File: src/rtl/dmem_arb_pkg.sv
// rtl/dmem_arb_pkg.sv - shared types and constants for the data memory arbiter
package dmem_arb_pkg;

  typedef enum logic {
    OPEN,
    LOCKED
  } state_e;

  localparam logic OWN_C = 1'b0;
  localparam logic OWN_L = 1'b1;

  localparam int MASK_W       = 4;
  localparam int DEF_MAX_WAIT = 4;
  localparam int DEF_LOCK_MAX = 16;

endpackage

File: src/rtl/arb_sat_counter.sv
// rtl/arb_sat_counter.sv - saturating up-counter with synchronous clear
module arb_sat_counter #(
  parameter int MAX = 4,
  parameter int W   = $clog2(MAX + 1)
) (
  input  logic         clk,
  input  logic         rst,
  input  logic         clr,
  input  logic         inc,
  output logic [W-1:0] count
);

  // clear wins over increment so a grant and a loss in the same cycle cannot both count
  always_ff @(posedge clk) begin
    if (!rst) begin
      count <= '0;
    end else if (clr) begin
      count <= '0;
    end else if (inc && (count != W'(MAX))) begin
      count <= count + W'(1);
    end
  end

endmodule

File: src/rtl/dmem_arbiter.sv
// rtl/dmem_arbiter.sv - two-port arbiter sharing datamem between the core and a loader/debug master
module dmem_arbiter
  import dmem_arb_pkg::*;
#(
  parameter int ADDR_W   = 8,
  parameter int DATA_W   = 32,
  parameter int MAX_WAIT = DEF_MAX_WAIT,
  parameter int LOCK_MAX = DEF_LOCK_MAX
) (
  input  logic              clk,
  input  logic              rst,
  input  logic              c_req,
  input  logic              c_we,
  input  logic [ADDR_W-1:0] c_addr,
  input  logic [DATA_W-1:0] c_wdata,
  input  logic [MASK_W-1:0] c_mask,
  output logic              c_gnt,
  output logic              c_rvalid,
  output logic [DATA_W-1:0] c_rdata,
  output logic              c_stall,
  input  logic              l_req,
  input  logic              l_we,
  input  logic [ADDR_W-1:0] l_addr,
  input  logic [DATA_W-1:0] l_wdata,
  input  logic [MASK_W-1:0] l_mask,
  input  logic              l_lock,
  output logic              l_gnt,
  output logic              l_rvalid,
  output logic [DATA_W-1:0] l_rdata,
  output logic              m_load,
  output logic              m_store,
  output logic [ADDR_W-1:0] m_addr,
  output logic [DATA_W-1:0] m_wdata,
  output logic [MASK_W-1:0] m_mask,
  input  logic [DATA_W-1:0] m_rdata
);

  localparam int WAIT_W = $clog2(MAX_WAIT + 1);
  localparam int LOCK_W = $clog2(LOCK_MAX + 1);

  state_e            state, state_nxt;
  logic [WAIT_W-1:0] l_wait;
  logic [LOCK_W-1:0] lock_cnt;
  logic              rd_pend, rd_owner;
  logic              wait_full, lock_full, lock_grant;

  assign wait_full  = (l_wait == WAIT_W'(MAX_WAIT));
  assign lock_full  = (lock_cnt == LOCK_W'(LOCK_MAX));
  assign lock_grant = l_gnt & l_lock;

  always_ff @(posedge clk) begin
    if (!rst) begin
      state <= OPEN;
    end else begin
      state <= state_nxt;
    end
  end

  // Any cycle without a locked loader grant drops back to OPEN
  always_comb begin
    c_gnt     = 1'b0;
    l_gnt     = 1'b0;
    state_nxt = OPEN;
    case (state)
      OPEN: begin
        if (c_req && l_req) begin
          if (wait_full) l_gnt = 1'b1;
          else           c_gnt = 1'b1;
        end else begin
          c_gnt = c_req;
          l_gnt = l_req;
        end
      end
      LOCKED: begin
        if (l_req) begin
          if (lock_full && c_req) c_gnt = 1'b1;
          else                    l_gnt = 1'b1;
        end else begin
          c_gnt = c_req;
        end
      end
      default: begin
      end
    endcase
    if (l_gnt && l_lock) state_nxt = LOCKED;
  end

  // l_wait counts consecutive lost cycles; a cancelled request starts over
  arb_sat_counter #(
    .MAX (MAX_WAIT),
    .W   (WAIT_W)
  ) u_wait (
    .clk   (clk),
    .rst   (rst),
    .clr   (l_gnt | ~l_req),
    .inc   (l_req & ~l_gnt),
    .count (l_wait)
  );

  // lock_cnt is 0 in OPEN, so the first locked grant lands on 1
  arb_sat_counter #(
    .MAX (LOCK_MAX),
    .W   (LOCK_W)
  ) u_lock (
    .clk   (clk),
    .rst   (rst),
    .clr   (~lock_grant),
    .inc   (lock_grant),
    .count (lock_cnt)
  );

  always_comb begin
    m_load  = 1'b0;
    m_store = 1'b0;
    m_addr  = '0;
    m_wdata = '0;
    m_mask  = '0;
    if (c_gnt) begin
      m_load  = ~c_we;
      m_store = c_we;
      m_addr  = c_addr;
      m_wdata = c_wdata;
      m_mask  = c_mask;
    end else if (l_gnt) begin
      m_load  = ~l_we;
      m_store = l_we;
      m_addr  = l_addr;
      m_wdata = l_wdata;
      m_mask  = l_mask;
    end
  end

  always_ff @(posedge clk) begin
    if (!rst) begin
      rd_pend  <= 1'b0;
      rd_owner <= OWN_C;
    end else begin
      rd_pend <= m_load;
      if (m_load) rd_owner <= l_gnt ? OWN_L : OWN_C;
    end
  end

  assign c_rvalid = rd_pend && (rd_owner == OWN_C);
  assign l_rvalid = rd_pend && (rd_owner == OWN_L);
  assign c_rdata  = m_rdata;
  assign l_rdata  = m_rdata;
  assign c_stall  = c_req & ~c_gnt;

endmodule

File: config.mk
export PLATFORM = sky130hd
export DESIGN_NAME = dmem_arbiter
export DESIGN_NICKNAME = d
export VERILOG_FILES = /design/src/rtl/dmem_arb_pkg.sv /design/src/rtl/arb_sat_counter.sv /design/src/rtl/dmem_arbiter.sv
export SDC_FILE = /design/constraint.sdc
export NUM_CORES = 1
export LEC_CHECK = 0
export BUFFER_PORTS_ARGS = -buffer_cell sky130_fd_sc_hd__buf_2
export CAP_MARGIN = 30
export CORE_AREA = 10 10 94 96
export CTS_CLUSTER_SIZE = 12
export DETAILED_ROUTE_END_ITERATION = 10
export DIE_AREA = 0 0 104 106
export GPL_TIMING_DRIVEN = 0
export PLACE_DENSITY = 0.8
export REMOVE_ABC_BUFFERS = 1
export SLEW_MARGIN = 25
export SYNTH_ARGS = -nofsm -noshare
export SYNTH_HDL_FRONTEND = slang
export SYNTH_SLANG_ARGS = --single-unit
File: constraint.sdc
create_clock -name clk -period 2.1 [get_ports clk]
set_clock_uncertainty 0.15 [all_clocks]
set_input_delay 0.315 -clock clk [delete_from_list [all_inputs] [get_ports clk]]
set_output_delay 0.315 -clock clk [all_outputs]
set_load 0.05 [all_outputs]
# Word-level counts from Yosys, hierarchy flattened
# Cells that the tools add are included.
# word_totals
regBits	11
input_bits	127
out_inout_bits	115
wordCells	54
# classes
n_addsub	2
n_eq_ne	4
mux	22
bitwise_logic	12
reduce_logical	9
# ops
operator	count
$mux W32	2
$mux W8	2
$mux W1	14
$mux W4	2
$not A1 Y1	8
$logic_and A1 B1 Y1	7
$add A5 B1 Y5 const B	1
$eq A5 B5 Y1 const B	1
$ne A5 B5 Y1 const B	1
$pmux W1 S2	2
$add A3 B1 Y3 const B	1
$and A1 B1 Y1	3
$eq A3 B3 Y1 const B	1
$ne A3 B3 Y1 const B	1
$reduce_and A2 Y1	1
$reduce_or A2 Y1	1
$or A1 B1 Y1	1

# Logic depth before layout (Yosys ltp)
# Gate-level depths: netlist (run 1).
# logic_depth
ltp_word	8
depth_mapped	7
ltp_nobuf	5

# Modules after synthesis
# From an unflattened synthesis (run 1), not the netlist that was laid out.
# unflattened
hier_cells	291
hier_area_um2	1884.3
# modules_own_cells
module	n_inst	cells_per_inst	area_each_um2	seq_area_each_um2
dmem_arbiter	1	245	1428.9	60.1
arb_sat_counter at u_lock	1	29	274.0	100.1
arb_sat_counter at u_wait	1	17	181.4	60.1

# Worst setup path before layout (run 1)
# No wires, ideal clock.
# synth_path
path_kind	register -> output
start	register u_wait.count[0]
end	output port m_addr[0]
arrival_ns	2.187
required_time_ns	1.635
path_slack_ns	-0.552
path_stages_with_launch	8
path_buffers	2
path_cell_list	dfxtp_1 -> inv_1 -> ha_1 -> a21o_1 -> o221ai_2 -> buf_6 -> buf_12 -> mux2i_1
# synth_via
elab_chain_cells	6
elab_cells_between_ends	9
classes_between	eq/ne (1); mux (8)
# synth_rtl
element	line	rtl
start: declaration	arb_sat_counter.sv:10	output logic [W-1:0] count
start signal: assignment	arb_sat_counter.sv:20	count <= count + W'(1);
$eq A3 B3 Y1 *	dmem_arbiter.sv:47	assign wait_full = (l_wait == WAIT_W'(MAX_WAIT));
$mux W1	dmem_arbiter.sv:67	if (wait_full) l_gnt = 1'b1;
$mux W1	dmem_arbiter.sv:66	if (c_req && l_req) begin
$pmux W1 S2	dmem_arbiter.sv:64	case (state)
$mux W8	dmem_arbiter.sv:124	end else if (l_gnt) begin
$mux W8 *	dmem_arbiter.sv:118	if (c_gnt) begin
end: declaration	dmem_arbiter.sv:32	output logic [ADDR_W-1:0] m_addr,
# Mark *: on every way between the ends. The rest lies on a longest branch, timed or not.

# Final worst setup path (run 1)
# layout_path
start	register u_wait.count[1]
end	output port m_addr[7]
# The elaborated chain is that of the path after synthesis.

==> run summary, run 1 <==
Port Buffer Count = 145
Slew HR = 0.747
Synth async-reset ratio = 0
Max VDD drop = 0.175 mV
DP Wirelength = 7.47 mm
Vias in the first global route = 2398
Final Critical Period = 2490 ps
Vias = 2111
Sequential fraction of the synthesis area = 0.108
Iteration-0 DRC Markers = 53
Total Power = 1.24 mW
Min Hold Slack = 215 ps
Gpl congestion = 0.742
RSZ-0062 raised after global routing = true
Largest net degree at the start of global routing = 54
Area growth syn-to-layout = 44.8%
Worst Tran Pin Value = 376 ps
Critical-path cell list = inv_2 -> ha_4 -> a21o_1 -> o221ai_4 -> buf_12 -> buf_16 -> mux2i_1 -> buf_4
# rows = 31
Detailed Routing Iterations Pass 1 = 4
GRT Util Overall = 0.154
Pre-CTS WS = -1050 ps
Fillers = 715
Post-synth EDFFs = 0
Final setup fails = 49
Initial Util = 0.290
Die W = 104 um
Final hold violations = 0
Commonest non-fill, non-tap cell in the layout = buf_2
Synthesized instance count = 282
Result of the run = finished, violations left
#FFs+latches synth = 11
TritonCTS clock tree = done
Commonest non-fill, non-tap cells in the layout = buf_2 (95), nand2_1 (50), inv_1 (48)
Root buf cell = clkbuf_8
CP max-delay cell = dfxtp_2
Ports = 242
Final setup TNS = -16150 ps
Top FF cell, synth = dfxtp_1
CTS sink cnt = 11
WL final = 9.32 mm
Leakage = 1.78 nW
Post-route ant nets = 0
# nets final = 508
CTS buffer count = 3
PD cells = 419 mW/mm^2
Drt via density = 4.44
Fin. max-slew vios = 0
Clk_lat worst skew = 250 ps
DRC = 0
Die area = 0.0110 mm^2
Crit. End Element = primary output
Core footprint = 0.00706 mm^2
Mean Syn Cell Area = 7.26 um^2
F_max = 0.402 GHz
DR WL/cell = 19.6 um
Bufs on Longest Clock Path = 2
Failing checks = negative setup slack
Final worst setup slack = -389 ps
Crit Path Class = reg2out
Count of cell types in the netlist = 35
Crit path max fanout = 6
Finished Core Util = 0.420
Diode count = 0
Final period utilization = 1.19
Share of cells above drive strength 1 = 0.513
Peak per-stage delay on the critical path = 340 ps
Required time worst endpoint = 1630 ps
Crit path DAT = 2020 ps
Startpoint types = register
First-pass GRT wire length = 13.3 mm
Post-synthesis instance area = 0.00205 mm^2
Synth Warn # = 0
Die Span Y = 106 um
Reg clk slew, reported paths = 50 ps
Worst min-delay path category = in2reg
Number of H-tree levels = 1
Max-capacitance violation count = 0
Initial antenna violation count = 0
GR Overflow Total = 0
==> worst max-delay path, delay by kind of cell (launching register included) <==
| family | cells | cell delay (ps) |
|---|---|---|
| AO/OA/AOI/OAI | 2 | 450 |
| multiplexers | 1 | 210 |
| flip-flops | 1 | 340 |
| adder cells (fa/ha/maj) | 1 | 150 |
| buffers and inverters | 4 | 620 |
==> metrics by stage <==
stage                     instance area, um^2  instances
after global routing                     2970        475
after detailed placement                 2380        453
after floorplan                          1430        206
final                                    2970        475
after CTS                                2900        475
after global placement                   2280        450
==> timing repair <==
action	CTS	global route
endpoints found under the hold margin	0	0
cloned	4	2
setup endpoints to repair	50	49
buffers inserted	14	0
resized for setup	79	17
hold buffers	0	0
pin swaps	3	1
==> state kept, by name (all words and copies together), names as in the netlist <==
register      flops
u_lock.count      5
u_wait.count      3
rd_owner          1
rd_pend           1
state             1
==> cell families (layout without fill, tap and decap cells) <==
kind of cell	Yosys count	in the layout	synth area share
compound gates	15	15	0.0592
xor+xnor	2	2	0.00855
flops	11	11	0.108
buf+inv	128	222	0.395
mux	48	48	0.235
fa+ha+maj	4	4	0.0244
simple gates	74	74	0.170
==> report_power, final <==
part	switching [mW]	internal (mW)
sequential	0.00358	0.214
combinational	0.478	0.324
clock	0.0923	0.131
total	0.574	0.669
==> cell type report <==
cell class	count	area, um^2	share of cell area
Timing Repair Buffer	166	1240	0.420
Clock buffer	3	41.3	0.0139
Sequential cell	11	225	0.0759
Inverter	52	195	0.0658
Multi-Input combinational cell	143	1130	0.381
Tap cell	99	124	0.0418
Clock inverter	1	5.00	0.00169
==> cell usage after synthesis, drive strengths merged, types with 2 or more instances <==
cell type,n,share of area
nor2,3,0.0055
xor2,2,0.0086
a211oi,3,0.013
dfxtp,11,0.11
nand3b,4,0.021
buf,72,0.29
nand4,2,0.0061
nand2b,2,0.0061
and2,3,0.0092
o21ai,3,0.0073
clkbuf,4,0.0073
inv,52,0.095
mux2i,48,0.23
nand2,50,0.092
nand3,3,0.0073
ha,4,0.024
nor3,4,0.0098
o211ai,2,0.0073
==> path summary, 6_finish.rpt <==
| path | start | to | slack [ps] | cells after the start |
|---|---|---|---|---|
| worst min register to register | state | u_wait.count[0] | 380 | 2 |
| worst max register to register | u_wait.count[1] | u_lock.count[4] | 360 | 8 |
| worst min-delay path | rst | rd_pend | 220 | 3 |
| worst max-delay path | u_wait.count[1] | m_addr[7] | -390 | 8 |
==> metal layers <==
layer,wire length [um],share of wire,global-route usage
met5,51,0.0055,0.0625
met4,64,0.0069,0.0298
met3,1700,0.18,0.137
met2,3910,0.42,0.224
met1,3600,0.39,0.162
(Power assumes the default switching activity.)
==> run 2, diff against run 1 <==
clock period = 2.98 ns   (was 2.1 ns; I/O delays follow)
==> run 2 against run 1 <==
  * The flow now finishes without violations
  * Die area did not move
  * Critical path depth did not move
  * Design area fell by 14%
  * Worst setup slack improved by 530 ps
  * Critical path type unchanged
  * Final cell count fell by 1.9%
  * Core utilization fell by 5.7 points
  * Routed wire length fell by 8.8%
  * Global-route usage fell by 1.2 points
  * Critical endpoint is now m_wdata[15]
  * Clock power fell by 30%
  * Highest routed layer unchanged
  * Combinational power fell by 40%
==> run summary, run 2 (synthesis results as in run 1) <==
Vias in the first global route = 2286 (-4.7%)
Die area = 0.0110 mm^2 (unchanged)
Peak per-stage delay on the critical path = 350 ps (about the same)
CTS Hold Buffers Added = 0 (unchanged)
DR WL/cell = 18.2 um (-7.1%)
Initial antenna violation count = 0 (unchanged)
Ports = 242 (unchanged)
Crit Path Class = reg2out
Largest net degree at the start of global routing = 54 (unchanged)
Iteration-0 DRC Markers = 58 (+9.4%)
Largest register FFs = 5 (unchanged)
Port Buffer Count = 145 (unchanged)
R2R depth = 7 (-1)
Reg-to-Reg End = rd_pend
First-pass GRT wire length = 12.4 mm (-6.8%)
TritonCTS clock tree = done
Final instance area = 0.00256 mm^2 (-14%)
Worst min-delay path category = in2reg
Gpl congestion = 0.742 (unchanged)
Leading registers by flop count = u_lock.count (5), u_wait.count (3)
WL final = 8.50 mm (-8.8%)
CP max-delay cell = dfxtp_1
CTS buffer count = 3 (unchanged)
Final Critical Period = 2840 ps
Initial Util = 0.290 (unchanged)
Share of cells above drive strength 1 = 0.455 (-0.0583)
Pre-CTS WS = -432 ps (+616 ps)
Core footprint = 0.00706 mm^2 (unchanged)
Reg2Reg Setup Slack = 1110 ps (+750 ps)
Final hold violations = 0 (unchanged)
Worst Tran Pin Value = 515 ps (+139 ps)
Biggest register = u_lock.count
Bufs on Longest Clock Path = 2 (unchanged)
DP Wirelength = 7.47 mm (unchanged)
Finished Core Util = 0.363 (-0.0569)
Slew HR = 0.656 (-0.0906)
Number of H-tree levels = 1 (unchanged)
PD cells = 307 mW/mm^2 (-27%)
Root buf cell = clkbuf_8
Crit path max fanout = 18 (+12)
Fin. max-slew vios = 0 (unchanged)
DRC = 0 (unchanged)
Startpoint types = register
Detailed Routing Iterations Pass 1 = 4 (unchanged)
RSZ-0062 raised after global routing = false
Reg clk slew, reported paths = 50 ps (about the same)
# nets final = 499 (-1.8%)
GRT Util Overall = 0.142 (-0.0122)
Area growth syn-to-layout = 25.2%
GR Overflow Total = 0 (unchanged)
Fillers = 763 (+6.7%)
Crit path DAT = 2240 ps (+220 ps)
Leakage = 1.67 nW (-6.2%)
Worst setup path startpoint = u_wait.count[0]
Final period utilization = 0.953
Required time worst endpoint = 2380 ps (+750 ps)
Max VDD drop = 0.111 mV (-37%)
Die W = 104 um (unchanged)
Final setup fails = 0 (-100%)
Vias = 2046 (-3.1%)
Commonest non-fill, non-tap cells in the layout = buf_2 (123), inv_1 (51), nand2_1 (50)
CTS sink cnt = 11 (unchanged)
Area after DPL = 0.00238 mm^2 (unchanged)
# rows = 31 (unchanged)
Final worst setup slack = 142 ps (+530 ps)
Final setup TNS = 0 ps (+16150 ps)
Max-capacitance violation count = 0 (unchanged)
Diode count = 0 (unchanged)
Critical-path cell list = inv_1 -> ha_1 -> a21o_1 -> o221ai_4 -> clkbuf_16 -> buf_16 -> mux2i_1 -> buf_2
Commonest non-fill, non-tap cell in the layout = buf_2
Worst Setup EP = m_wdata[15]
Clk_lat worst skew = 250 ps (about the same)
Total Power = 0.788 mW (-37%)
Die Span Y = 106 um (unchanged)
Drt via density = 4.39 (-1.2%)
Post-route ant nets = 0 (unchanged)
F_max = 0.352 GHz
Crit. End Element = primary output
Result of the run = complete, no violations
Reg2reg start = u_wait.count[0]
run 2: layout make-up:
class / instances / area, um^2 / share of cell area
Clock buffer: 3 / 41.3 / 0.0161
Timing Repair Buffer: 157 / 945 / 0.368
Clock inverter: 1 / 5.00 / 0.00195
Tap cell: 99 / 124 / 0.0483
Multi-Input combinational cell: 143 / 1030 / 0.403
Inverter: 52 / 195 / 0.0761
Sequential cell: 11 / 220 / 0.0859
run 2: worst min-delay path by stage:
stage,startpoint,cells after the start,to
2_1_floorplan,u_wait.count[0],2,u_wait.count[0]
3_3_place_gp,u_wait.count[0],2,u_wait.count[0]
3_5_place_dp,u_wait.count[0],2,u_wait.count[0]
4_1_cts,rst,3,rd_pend
5_1_grt,rst,3,rd_pend
6_report,rst,3,rd_pend
run 2: worst max-delay path: cells and delay by family (launching register included):
| kind | cells | cell delay (ps) |
|---|---|---|
| AOI/OAI and AO/OA | 2 | 470 |
| adders and majority gates | 1 | 240 |
| buffers and inverters | 4 | 740 |
| DFF | 1 | 350 |
| muxes | 1 | 180 |
run 2: per-layer routing:
layer / vias up / global-route usage / wire length, um
li1: 986 / - / -
met1: 885 / 0.149 / 3350
met2: 166 / 0.197 / 3320
met3: 7 / 0.138 / 1720
met4: 2 / 0.0268 / 61
met5: - / 0.0625 / 52
run 2: report_power, final:
part | switching [mW] | internal [mW] | total [mW]
combinational | 0.313 | 0.166 | 0.479
sequential | 0.00251 | 0.150 | 0.153
clock | 0.0636 | 0.0924 | 0.156
run 2: timing repair:
| item | 4_1_cts | 5_1_grt |
|---|---|---|
| endpoints found under the setup margin | 49 | 37 |
| gates cloned | 0 | 0 |
| buffers inserted | 4 | 5 |
| resized for setup | 1 | 34 |
| pin swaps | 1 | 2 |
run 2: stage by stage:
step           hold WS (ps)  cells
2_1_floorplan           314    206
3_3_place_gp            331    450
3_5_place_dp            347    453
4_1_cts                 336    461
5_1_grt                 353    466
6_report                347    466
